--- src/rtl/multicycle_ctrl_pkg.sv ---
`default_nettype none
// ============================================================================
// Module      : multicycle_ctrl_pkg
// Description : Shared types and constants for the multi-cycle RV32 sequencer:
//               opcode and funct3 encodings, yALU op codes, FSM state enum,
//               fault codes, instruction class enum and the latched IR struct.
// Ports       : none (package)
// Revision    : 1.0 - initial release
// ============================================================================
package multicycle_ctrl_pkg;

  // Major opcodes (ins[6:0])
  localparam logic [6:0] OP_R   = 7'h33;
  localparam logic [6:0] OP_I   = 7'h13;
  localparam logic [6:0] OP_LD  = 7'h03;
  localparam logic [6:0] OP_ST  = 7'h23;
  localparam logic [6:0] OP_BR  = 7'h63;
  localparam logic [6:0] OP_JAL = 7'h6F;

  // yALU op codes
  localparam logic [2:0] ALU_ADD = 3'b010;
  localparam logic [2:0] ALU_SUB = 3'b110;
  localparam logic [2:0] ALU_AND = 3'b000;
  localparam logic [2:0] ALU_OR  = 3'b001;
  localparam logic [2:0] ALU_SLT = 3'b111;

  // funct3 encodings that the sequencer understands
  localparam logic [2:0] F3_ADDSUB = 3'b000;
  localparam logic [2:0] F3_AND    = 3'b111;
  localparam logic [2:0] F3_OR     = 3'b110;
  localparam logic [2:0] F3_SLT    = 3'b010;
  localparam logic [2:0] F3_BEQ    = 3'b000;
  localparam logic [2:0] F3_BNE    = 3'b001;

  typedef enum logic [2:0] {
    S_FETCH  = 3'd0,
    S_DECODE = 3'd1,
    S_EXEC   = 3'd2,
    S_MEM    = 3'd3,
    S_WB     = 3'd4,
    S_HALT   = 3'd5
  } state_e;

  typedef enum logic [1:0] {
    FAULT_NONE    = 2'b00,
    FAULT_ILLEGAL = 2'b01,
    FAULT_TIMEOUT = 2'b10
  } fault_e;

  typedef enum logic [2:0] {
    CL_R   = 3'd0,
    CL_I   = 3'd1,
    CL_LD  = 3'd2,
    CL_ST  = 3'd3,
    CL_BR  = 3'd4,
    CL_JAL = 3'd5,
    CL_ILL = 3'd6
  } iclass_e;

  // Only the instruction fields the control path needs are kept.
  typedef struct packed {
    logic [6:0] opcode;
    logic [2:0] funct3;
    logic       f7b5;
  } ir_t;

  function automatic logic is_mem_class(input iclass_e c);
    return (c == CL_LD) || (c == CL_ST);
  endfunction

endpackage
`default_nettype wire

--- src/rtl/multicycle_ctrl_if.sv ---
`default_nettype none
// ============================================================================
// Module      : multicycle_ctrl_if
// Description : Bus between the sequencer and the yIF/yID/yEX/yDM/yWB
//               datapath.
// Signals     : ins, zero, pc_p4, jtarget, branch, mem_ready  (datapath -> ctrl)
//               pc, reg_write, alu_src, mem2reg, mem_read,
//               mem_write, alu_op                            (ctrl -> datapath)
// Modports    : master - the sequencer; slave - the datapath side
// Revision    : 1.0 - initial release
// ============================================================================
interface multicycle_ctrl_if #(
  parameter int XLEN = 32
);
  logic [31:0]     ins;
  logic            zero;
  logic [XLEN-1:0] pc_p4;
  logic [XLEN-1:0] jtarget;
  logic [XLEN-1:0] branch;
  logic            mem_ready;

  logic [XLEN-1:0] pc;
  logic            reg_write;
  logic            alu_src;
  logic            mem2reg;
  logic            mem_read;
  logic            mem_write;
  logic [2:0]      alu_op;

  modport master (
    input  ins, zero, pc_p4, jtarget, branch, mem_ready,
    output pc, reg_write, alu_src, mem2reg, mem_read, mem_write, alu_op
  );

  modport slave (
    output ins, zero, pc_p4, jtarget, branch, mem_ready,
    input  pc, reg_write, alu_src, mem2reg, mem_read, mem_write, alu_op
  );
endinterface
`default_nettype wire

--- src/rtl/multicycle_ctrl_decode.sv ---
`default_nettype none
// ============================================================================
// Module      : multicycle_ctrl_decode
// Description : Combinational instruction classifier. Maps the control fields
//               of an instruction to legality, class, yALU op and operand
//               select. Used for the legality check in DECODE and, fed from
//               the latched IR, for strobes and PC selection afterwards.
// Ports       : ir_i      - opcode / funct3 / ins[30]
//               legal_o   - 1 when the encoding is supported
//               iclass_o  - instruction class (CL_ILL when not legal)
//               alu_op_o  - yALU op code
//               alu_src_o - 1 selects the immediate operand
// Revision    : 1.0 - initial release
// ============================================================================
module multicycle_ctrl_decode
  import multicycle_ctrl_pkg::*;
(
  input  ir_t        ir_i,
  output logic       legal_o,
  output iclass_e    iclass_o,
  output logic [2:0] alu_op_o,
  output logic       alu_src_o
);

  always_comb begin
    iclass_o  = CL_ILL;
    alu_op_o  = ALU_ADD;
    alu_src_o = 1'b0;
    case (ir_i.opcode)
      OP_R: begin
        iclass_o = CL_R;
        case (ir_i.funct3)
          F3_ADDSUB: alu_op_o = ir_i.f7b5 ? ALU_SUB : ALU_ADD;
          F3_AND:    alu_op_o = ALU_AND;
          F3_OR:     alu_op_o = ALU_OR;
          F3_SLT:    alu_op_o = ALU_SLT;
          default:   iclass_o = CL_ILL;
        endcase
      end
      OP_I: begin
        iclass_o  = CL_I;
        alu_src_o = 1'b1;
      end
      OP_LD: begin
        iclass_o  = CL_LD;
        alu_src_o = 1'b1;
      end
      OP_ST: begin
        iclass_o  = CL_ST;
        alu_src_o = 1'b1;
      end
      OP_BR: begin
        alu_op_o = ALU_SUB;
        // Only beq/bne have a defined taken condition.
        if ((ir_i.funct3 == F3_BEQ) || (ir_i.funct3 == F3_BNE)) begin
          iclass_o = CL_BR;
        end
      end
      OP_JAL: begin
        iclass_o  = CL_JAL;
        alu_src_o = 1'b1;
      end
      default: iclass_o = CL_ILL;
    endcase
    legal_o = (iclass_o != CL_ILL);
  end

endmodule
`default_nettype wire

--- src/rtl/multicycle_ctrl.sv ---
`default_nettype none
// ============================================================================
// Module      : multicycle_ctrl
// Description : Multi-cycle sequencer for the RV32 datapath. Owns the PC,
//               steps FETCH/DECODE/EXEC/MEM/WB per instruction, drives the
//               datapath strobes, waits on mem_ready with a timeout, counts
//               retired instructions and reports a sticky fault.
// Ports       : clk       - rising-edge clock
//               rst_n     - asynchronous active-low reset
//               bus       - datapath bus (master side)
//               retired_o - retired-instruction count (wraps)
//               fault_o   - 00 none, 01 illegal opcode, 10 memory timeout
//               state_o   - current FSM state (debug)
// Revision    : 1.0 - initial release
// ============================================================================
module multicycle_ctrl
  import multicycle_ctrl_pkg::*;
#(
  parameter int              XLEN     = 32,
  parameter logic [XLEN-1:0] PC_RESET = 'h28,
  parameter int              MAX_WAIT = 8,
  parameter int              CNT_W    = 16
)(
  input  logic              clk,
  input  logic              rst_n,
  multicycle_ctrl_if.master bus,
  output logic [CNT_W-1:0]  retired_o,
  output logic [1:0]        fault_o,
  output logic [2:0]        state_o
);

  localparam int              WAIT_W     = $clog2(MAX_WAIT + 1);
  localparam logic [WAIT_W-1:0] WAIT_LAST = WAIT_W'(MAX_WAIT - 1);
  localparam logic [WAIT_W-1:0] WAIT_FULL = WAIT_W'(MAX_WAIT);

  state_e            state_q, state_d;
  ir_t               ir_q, ir_d;
  logic [XLEN-1:0]   pc_q, pc_d;
  logic [CNT_W-1:0]  retired_q, retired_d;
  fault_e            fault_q, fault_d;
  logic [WAIT_W-1:0] wait_q, wait_d;

  // --------------------------------------------------------------------------
  // Shared decoder: raw instruction fields while in DECODE (legality check),
  // the latched IR in every other state.
  // --------------------------------------------------------------------------
  ir_t        w_ins_ir;
  ir_t        w_dec_ir;
  logic       w_dec_legal;
  iclass_e    w_dec_iclass;
  logic [2:0] w_dec_alu_op;
  logic       w_dec_alu_src;
  logic       w_unused_ins;

  assign w_ins_ir.opcode = bus.ins[6:0];
  assign w_ins_ir.funct3 = bus.ins[14:12];
  assign w_ins_ir.f7b5   = bus.ins[30];
  assign w_unused_ins    = ^{bus.ins[31], bus.ins[29:15], bus.ins[11:7]};

  assign w_dec_ir = (state_q == S_DECODE) ? w_ins_ir : ir_q;

  multicycle_ctrl_decode u_decode (
    .ir_i      (w_dec_ir),
    .legal_o   (w_dec_legal),
    .iclass_o  (w_dec_iclass),
    .alu_op_o  (w_dec_alu_op),
    .alu_src_o (w_dec_alu_src)
  );

  // --------------------------------------------------------------------------
  // Next PC, evaluated from the latched IR whenever a PC update edge occurs.
  // --------------------------------------------------------------------------
  logic            w_br_taken;
  logic [XLEN-1:0] w_next_pc;

  assign w_br_taken = (ir_q.funct3 == F3_BEQ) ? bus.zero : ~bus.zero;

  always_comb begin
    w_next_pc = bus.pc_p4;
    case (w_dec_iclass)
      CL_JAL:  w_next_pc = pc_q + bus.jtarget;
      CL_BR:   w_next_pc = w_br_taken ? (pc_q + bus.branch) : bus.pc_p4;
      default: w_next_pc = bus.pc_p4;
    endcase
  end

  // --------------------------------------------------------------------------
  // State register
  // --------------------------------------------------------------------------
  always_ff @(posedge clk or negedge rst_n) begin
    if (!rst_n) begin
      state_q   <= S_FETCH;
      ir_q      <= '0;
      pc_q      <= PC_RESET;
      retired_q <= '0;
      fault_q   <= FAULT_NONE;
      wait_q    <= '0;
    end else begin
      state_q   <= state_d;
      ir_q      <= ir_d;
      pc_q      <= pc_d;
      retired_q <= retired_d;
      fault_q   <= fault_d;
      wait_q    <= wait_d;
    end
  end

  // --------------------------------------------------------------------------
  // Next-state logic
  // --------------------------------------------------------------------------
  logic w_pc_upd;

  always_comb begin
    state_d   = state_q;
    ir_d      = ir_q;
    pc_d      = pc_q;
    retired_d = retired_q;
    fault_d   = fault_q;
    wait_d    = wait_q;
    w_pc_upd  = 1'b0;

    case (state_q)
      S_FETCH: state_d = S_DECODE;

      S_DECODE: begin
        ir_d = w_ins_ir;
        if (w_dec_legal) begin
          state_d = S_EXEC;
        end else begin
          state_d = S_HALT;
          if (fault_q == FAULT_NONE) fault_d = FAULT_ILLEGAL;
        end
      end

      S_EXEC: begin
        if (is_mem_class(w_dec_iclass)) begin
          state_d = S_MEM;
          wait_d  = '0;
        end else if (w_dec_iclass == CL_BR) begin
          state_d  = S_FETCH;
          w_pc_upd = 1'b1;
        end else begin
          state_d = S_WB;
        end
      end

      S_MEM: begin
        if (bus.mem_ready) begin
          wait_d = '0;
          if (w_dec_iclass == CL_LD) begin
            state_d = S_WB;
          end else begin
            state_d  = S_FETCH;
            w_pc_upd = 1'b1;
          end
        end else if (wait_q == WAIT_LAST) begin
          // This is the MAX_WAIT-th unanswered MEM cycle.
          wait_d  = WAIT_FULL;
          state_d = S_HALT;
          if (fault_q == FAULT_NONE) fault_d = FAULT_TIMEOUT;
        end else begin
          wait_d = wait_q + WAIT_W'(1);
        end
      end

      S_WB: begin
        state_d  = S_FETCH;
        w_pc_upd = 1'b1;
      end

      S_HALT: state_d = S_HALT;

      default: state_d = S_FETCH;
    endcase

    if (w_pc_upd) begin
      pc_d      = w_next_pc;
      retired_d = retired_q + CNT_W'(1);
    end
  end

  // --------------------------------------------------------------------------
  // Moore strobes: a function of state and latched IR only.
  // --------------------------------------------------------------------------
  logic       w_reg_write;
  logic       w_alu_src;
  logic       w_mem2reg;
  logic       w_mem_read;
  logic       w_mem_write;
  logic [2:0] w_alu_op;

  always_comb begin
    w_reg_write = 1'b0;
    w_alu_src   = 1'b0;
    w_mem2reg   = 1'b0;
    w_mem_read  = 1'b0;
    w_mem_write = 1'b0;
    w_alu_op    = ALU_ADD;
    case (state_q)
      S_EXEC: begin
        w_alu_op  = w_dec_alu_op;
        w_alu_src = w_dec_alu_src;
      end
      S_MEM: begin
        w_alu_op    = w_dec_alu_op;
        w_alu_src   = w_dec_alu_src;
        w_mem_read  = (w_dec_iclass == CL_LD);
        w_mem_write = (w_dec_iclass == CL_ST);
      end
      S_WB: begin
        w_alu_op    = w_dec_alu_op;
        w_alu_src   = w_dec_alu_src;
        w_reg_write = 1'b1;
        w_mem2reg   = (w_dec_iclass == CL_LD);
      end
      default: ;
    endcase
  end

  assign bus.pc        = pc_q;
  assign bus.reg_write = w_reg_write;
  assign bus.alu_src   = w_alu_src;
  assign bus.mem2reg   = w_mem2reg;
  assign bus.mem_read  = w_mem_read;
  assign bus.mem_write = w_mem_write;
  assign bus.alu_op    = w_alu_op;

  assign retired_o = retired_q;
  assign fault_o   = fault_q;
  assign state_o   = state_q;

endmodule
`default_nettype wire

--- src/flat_wrapper.sv ---
// flat-port wrapper written by rule: the top's interface ports become plain ports
module multicycle_ctrl_flat import multicycle_ctrl_pkg::*;
#(
  parameter int              XLEN     = 32,
  parameter logic [XLEN-1:0] PC_RESET = 'h28,
  parameter int              MAX_WAIT = 8,
  parameter int              CNT_W    = 16
)
  (clk, rst_n, retired_o, fault_o, state_o, bus_ins, bus_zero, bus_pc_p4, bus_jtarget, bus_branch, bus_mem_ready, bus_pc, bus_reg_write, bus_alu_src, bus_mem2reg, bus_mem_read, bus_mem_write, bus_alu_op);
  multicycle_ctrl_if #(.XLEN(XLEN)) bus_i ();
  input  logic clk;
  input  logic rst_n;
  output logic [CNT_W-1:0] retired_o;
  output logic [1:0] fault_o;
  output logic [2:0] state_o;
  input wire logic [$bits(bus_i.ins)-1:0] bus_ins;
  input wire logic [$bits(bus_i.zero)-1:0] bus_zero;
  input wire logic [$bits(bus_i.pc_p4)-1:0] bus_pc_p4;
  input wire logic [$bits(bus_i.jtarget)-1:0] bus_jtarget;
  input wire logic [$bits(bus_i.branch)-1:0] bus_branch;
  input wire logic [$bits(bus_i.mem_ready)-1:0] bus_mem_ready;
  output wire logic [$bits(bus_i.pc)-1:0] bus_pc;
  output wire logic [$bits(bus_i.reg_write)-1:0] bus_reg_write;
  output wire logic [$bits(bus_i.alu_src)-1:0] bus_alu_src;
  output wire logic [$bits(bus_i.mem2reg)-1:0] bus_mem2reg;
  output wire logic [$bits(bus_i.mem_read)-1:0] bus_mem_read;
  output wire logic [$bits(bus_i.mem_write)-1:0] bus_mem_write;
  output wire logic [$bits(bus_i.alu_op)-1:0] bus_alu_op;
  assign bus_i.ins = bus_ins;
  assign bus_i.zero = bus_zero;
  assign bus_i.pc_p4 = bus_pc_p4;
  assign bus_i.jtarget = bus_jtarget;
  assign bus_i.branch = bus_branch;
  assign bus_i.mem_ready = bus_mem_ready;
  assign bus_pc = bus_i.pc;
  assign bus_reg_write = bus_i.reg_write;
  assign bus_alu_src = bus_i.alu_src;
  assign bus_mem2reg = bus_i.mem2reg;
  assign bus_mem_read = bus_i.mem_read;
  assign bus_mem_write = bus_i.mem_write;
  assign bus_alu_op = bus_i.alu_op;
  multicycle_ctrl #(.XLEN(XLEN), .PC_RESET(PC_RESET), .MAX_WAIT(MAX_WAIT), .CNT_W(CNT_W)) u_core (.clk(clk), .rst_n(rst_n), .bus(bus_i), .retired_o(retired_o), .fault_o(fault_o), .state_o(state_o));
endmodule
--- config.mk ---
export PLATFORM = sky130hd
export DESIGN_NAME = multicycle_ctrl_flat
export DESIGN_NICKNAME = d
export VERILOG_FILES = /design/src/rtl/multicycle_ctrl_pkg.sv /design/src/rtl/multicycle_ctrl_if.sv /design/src/rtl/multicycle_ctrl_decode.sv /design/src/rtl/multicycle_ctrl.sv /design/src/flat_wrapper.sv
export SDC_FILE = /design/constraint.sdc
export NUM_CORES = 1
export LEC_CHECK = 0
export BUFFER_PORTS_ARGS = -buffer_cell sky130_fd_sc_hd__buf_2
export CAP_MARGIN = 20
export CORE_ASPECT_RATIO = 1.75
export CORE_MARGIN = 3
export CORE_UTILIZATION = 40
export CTS_CLUSTER_DIAMETER = 30
export DETAILED_ROUTE_END_ITERATION = 12
export GPL_TIMING_DRIVEN = 1
export MAX_ROUTING_LAYER = met4
export PLACE_DENSITY = 0.74
export SETUP_SLACK_MARGIN = 0.2
export SYNTH_ARGS = -nofsm -noshare
export SYNTH_HDL_FRONTEND = slang
export SYNTH_SLANG_ARGS = --single-unit
--- constraint.sdc ---
create_clock -name clk -period 3 [get_ports clk]
set_clock_uncertainty 0.15 [all_clocks]
set_input_delay 0.3 -clock clk [delete_from_list [all_inputs] [get_ports clk]]
set_output_delay 0.3 -clock clk [all_outputs]
set_load 0.1 [all_outputs]
==> metrics.md <==
| Metric | Value |
|---|---|
| Top area cells in the synthesized netlist | dfrtp_1 24%, ha_1 11%, a21oi_1 5.2%, xnor2_1 5.1%, nor2_1 4.7% |
| Slowest CP cell | dfrtp_4 |
| Yosys reg bits | 68 |
| Register area share after synthesis | 24.4% |
| Core area | 17,000 µm² |
| Via density | 5.95 |
| Netlist cell types | 73 |
| First-pass GRT wire length | 40,500 µm |
| WP data required | 2550 ps |
| Kind of start point of the critical path | register |
| Antenna diodes | 0 |
| Internal power | 6.32 mW |
| R2r setup slk | -60 ps |
| Die Wd | 106 µm |
| TNS Setup | -503 ps |
| P&R area growth vs syn | 56.9% |
| EDFF count, synth | 0 |
| Global Route Usage Sum | 27.4% |
| CTS Buf Count | 9 |
| WL/cell | 20.0 µm |
| # nets final | about 1.4k |
| Met2 Usage GRT | 48.8% |
| DR vias | between 8k and 9k |
| Setup slack after layout | -125 ps |
| Area of the mapped netlist | between 6000 and 7000 µm² |
| Final setup vio count | 16 |
| GP Congestion | around 0.96 |
| Hold Slack | 58.3 ps |
| Total Power | approximately 13 mW |
| Crit path largest cell delay | between 400 and 500 ps |
| Cell Pwr Density | 1230 nW/µm² |
| Grt total ovfl | 0 |
| Sequential power share | between 10% and 20% |
| Post-Layout Cell Count | 1,400 |
| 1st-iter DRT viols | 480 |
| Die span in y | between 150 and 200 µm |
| Critical path class | register to output port |
| Switching share of power | 53.1% |
| Pin count of the biggest net entering global routing | 69 |
| Top Ports | approximately 190 |
| DRT Wirelength | ~28,000 µm |
| Post-synth top area share | a little under a quarter |
| Hold Crit Class | input pin to register |
| Final ANT Viol Nets | 0 |
| Max_slew headroom | 62.0% |
| Vias in the first global route | 8,231 |
| Synth area leader | dfrtp_1 |
| Grt peak-use layer | met2 |
| Status | finished with violations |
| Unrepaired setup endpoints after global routing | yes |
| Port Buffer Count | 171 |
| Max clock buf depth | 2 |
| Async S/R FF share, synth | 100% |
| Comb power frac | 78.1% |
| DP Wirelength | 19,500 µm |
| H-tree levels | 3 |
| Clock network fraction of design power | 9.1% |
| Syn Nets | 1,055 |
| F_max | roughly 320 MHz |
| Hold Fails Final Rpt | 0 |
| GR Layer Usage met3 | 2.86% |
| Total net switching power | ~7.1 mW |
| Drc violations | 0 |
| Failing checks | negative setup slack |
| DR pass1 iterations | 5 |
| Number of max-cap violations | 0 |
| Critical path, cell by cell | nor3b_4, buf_6, mux2i_1, and4bb_2, and2_4, nand3_4, or3_4, a21oi_4, buf_12 |
| Worst-path fanout max | 6 |
| Final period utilization | 104% |
| VDD IR max | 673 µV |
| Post-route cell area | 11,000 µm² |
| Hold depth | 3 |
| Placed Area | 9040 µm² |
| Leakage | 4.98 nW |
| Max-slew violations | 0 |
| Reg clk slew, reported paths | 60 ps |
| CTS root buffer | clkbuf_16 |
| Worst slew pin tran | between 500 and 600 ps |
| Layout cells sized above 1 | a little under half |
| Ys Warns | 0 |
| CTS tree | done |
| Clk sinks | 68 |
| Tmin final | between 3000 and 4000 ps |
| Avg Inst Size Synth | 8.15 µm² |
| Met1 GRT Util | 27.9% |
| Clock latency on the worst-skew pair | 340 ps |
| Initial antenna violation count | 0 |
| Die area | ~19,000 µm² |
| Cells after synthesis | ~860 |
| Placed Cells | 1,321 |
| Arrival time at the worst endpoint | 2680 ps |
| Worst-case reg-to-reg path depth | 13 |
| CP Capture Type | output port |
| Row Count | 63 |
| Starting Density | 41.0% |
| Ys flop type | dfrtp_1 |
## placed cells by master, fill, tap and decap left out, types with 10 or more instances in the layout
cell,synthesis,routed
buf_4,2,113
dfrtp_2,0,11
nand2_1,72,62
nand4_1,16,16
nor3_1,20,13
o21ai_1,1,10
ha_4,0,12
and3_1,17,14
a21oi_2,0,17
dfrtp_1,66,49
nor2_1,87,73
buf_6,9,34
o211ai_1,10,10
o21ai_0,48,31
a31oi_1,24,20
a21oi_1,72,50
nand3_1,31,26
clkbuf_16,0,12
a21o_1,36,35
mux2i_1,20,13
inv_1,30,27
ha_1,64,50
buf_2,5,164
xnor2_1,41,37
xor2_1,17,16
buf_12,0,12
## sequential cells by signal, indices dropped and copies added, names as in the netlist
register          flops
u_core.bus.pc        32
u_core.retired_o     16
u_core.fault_o        2
u_core.ir_q          11
u_core.state_o        3
u_core.wait_q         4
## routing by layer
layer  share of wire, %  up-vias
met2                 53      353
met3                3.9      148
met1                 36     3994
met5                  0        -
met4                7.1        0
li1                   -     3835
## path summary, 6_finish.rpt
| check | startpoint | endpoint |
|---|---|---|
| worst max-delay path | u_core.state_o[1] | bus_alu_op[2] |
| worst min-delay path | bus_ins[0] | u_core.ir_q[4] |
| worst max register to register | u_core.bus.pc[0] | u_core.bus.pc[16] |
| worst min register to register | u_core.retired_o[15] | u_core.retired_o[15] |
| max in group asynchronous | rst_n | u_core.bus.pc[18] |
| min in group asynchronous | rst_n | u_core.ir_q[8] |
## synth_stat cells, drive strengths merged (18+ instances only)
| cell | count |
|---|---|
| nand3 | 31 |
| nand4 | 18 |
| dfrtp | 66 |
| a21o | 36 |
| o21ai | 49 |
| a21oi | 72 |
| xnor2 | 41 |
| inv | 30 |
| mux2i | 21 |
| nand2 | 72 |
| nor2 | 87 |
| nor3 | 20 |
| ha | 64 |
| a31oi | 25 |
| and3 | 19 |
## power groups by stage
stage	logic, mW	registers, mW	clock network (mW)
after floorplan	4.37	3.43	0
after global placement	8.26	1.66	0
after detailed placement	8.36	1.68	0
after CTS	9.49	1.69	1.24
after global routing	11.1	1.76	1.27
final	10.5	1.73	1.22
## stage by stage
step                worst slack [ps]  utilization [%]
global route                    -199             64.4
floorplan                       -431                -
detailed placement              -195             53.1
finish                          -125             64.4
CTS                            -61.2             60.2
global placement                -175             53.1
## critical path, delay by kind of cell (launching register included)
kind                   cells  cell delay, ps
AO/OA/AOI/OAI              1             170
multiplexers               1             230
buffers and inverters      2             360
flip-flops                 1             490
AND/OR/NAND/NOR            5            1090
## logic make-up (layout without fill, tap and decap cells)
logic type      Yosys count  count (layout)  share of synthesized area [%]
simple gates            293             293                           20.8
flops                    68              68                           24.4
fa+ha+maj                66              66                           12.0
buf+inv                  64             378                           4.76
mux                      22              22                           3.35
xor+xnor                 58              58                           7.27
compound gates          286             288                           27.4
## repair_timing
action | CTS | global route
cloned | 5 | 4
pin swaps | 65 | 55
setup buffers | 25 | 29
hold buffers | 1 | 0
gates resized for setup | 120 | 93
setup endpoints to repair | 59 | 60
hold endpoints to repair | 66 | 0
## area by class of cell
cell class / count / area [µm²]
fillers: 1409 / 6060
multi-input cells: 727 / 5990
repair buffers: 332 / 2490
flip-flops and latches: 68 / 1750
well taps: 227 / 284
clock buffers: 10 / 239
inverters: 30 / 116
clock inverters: 6 / 95.1
(Power assumes the default switching activity.)
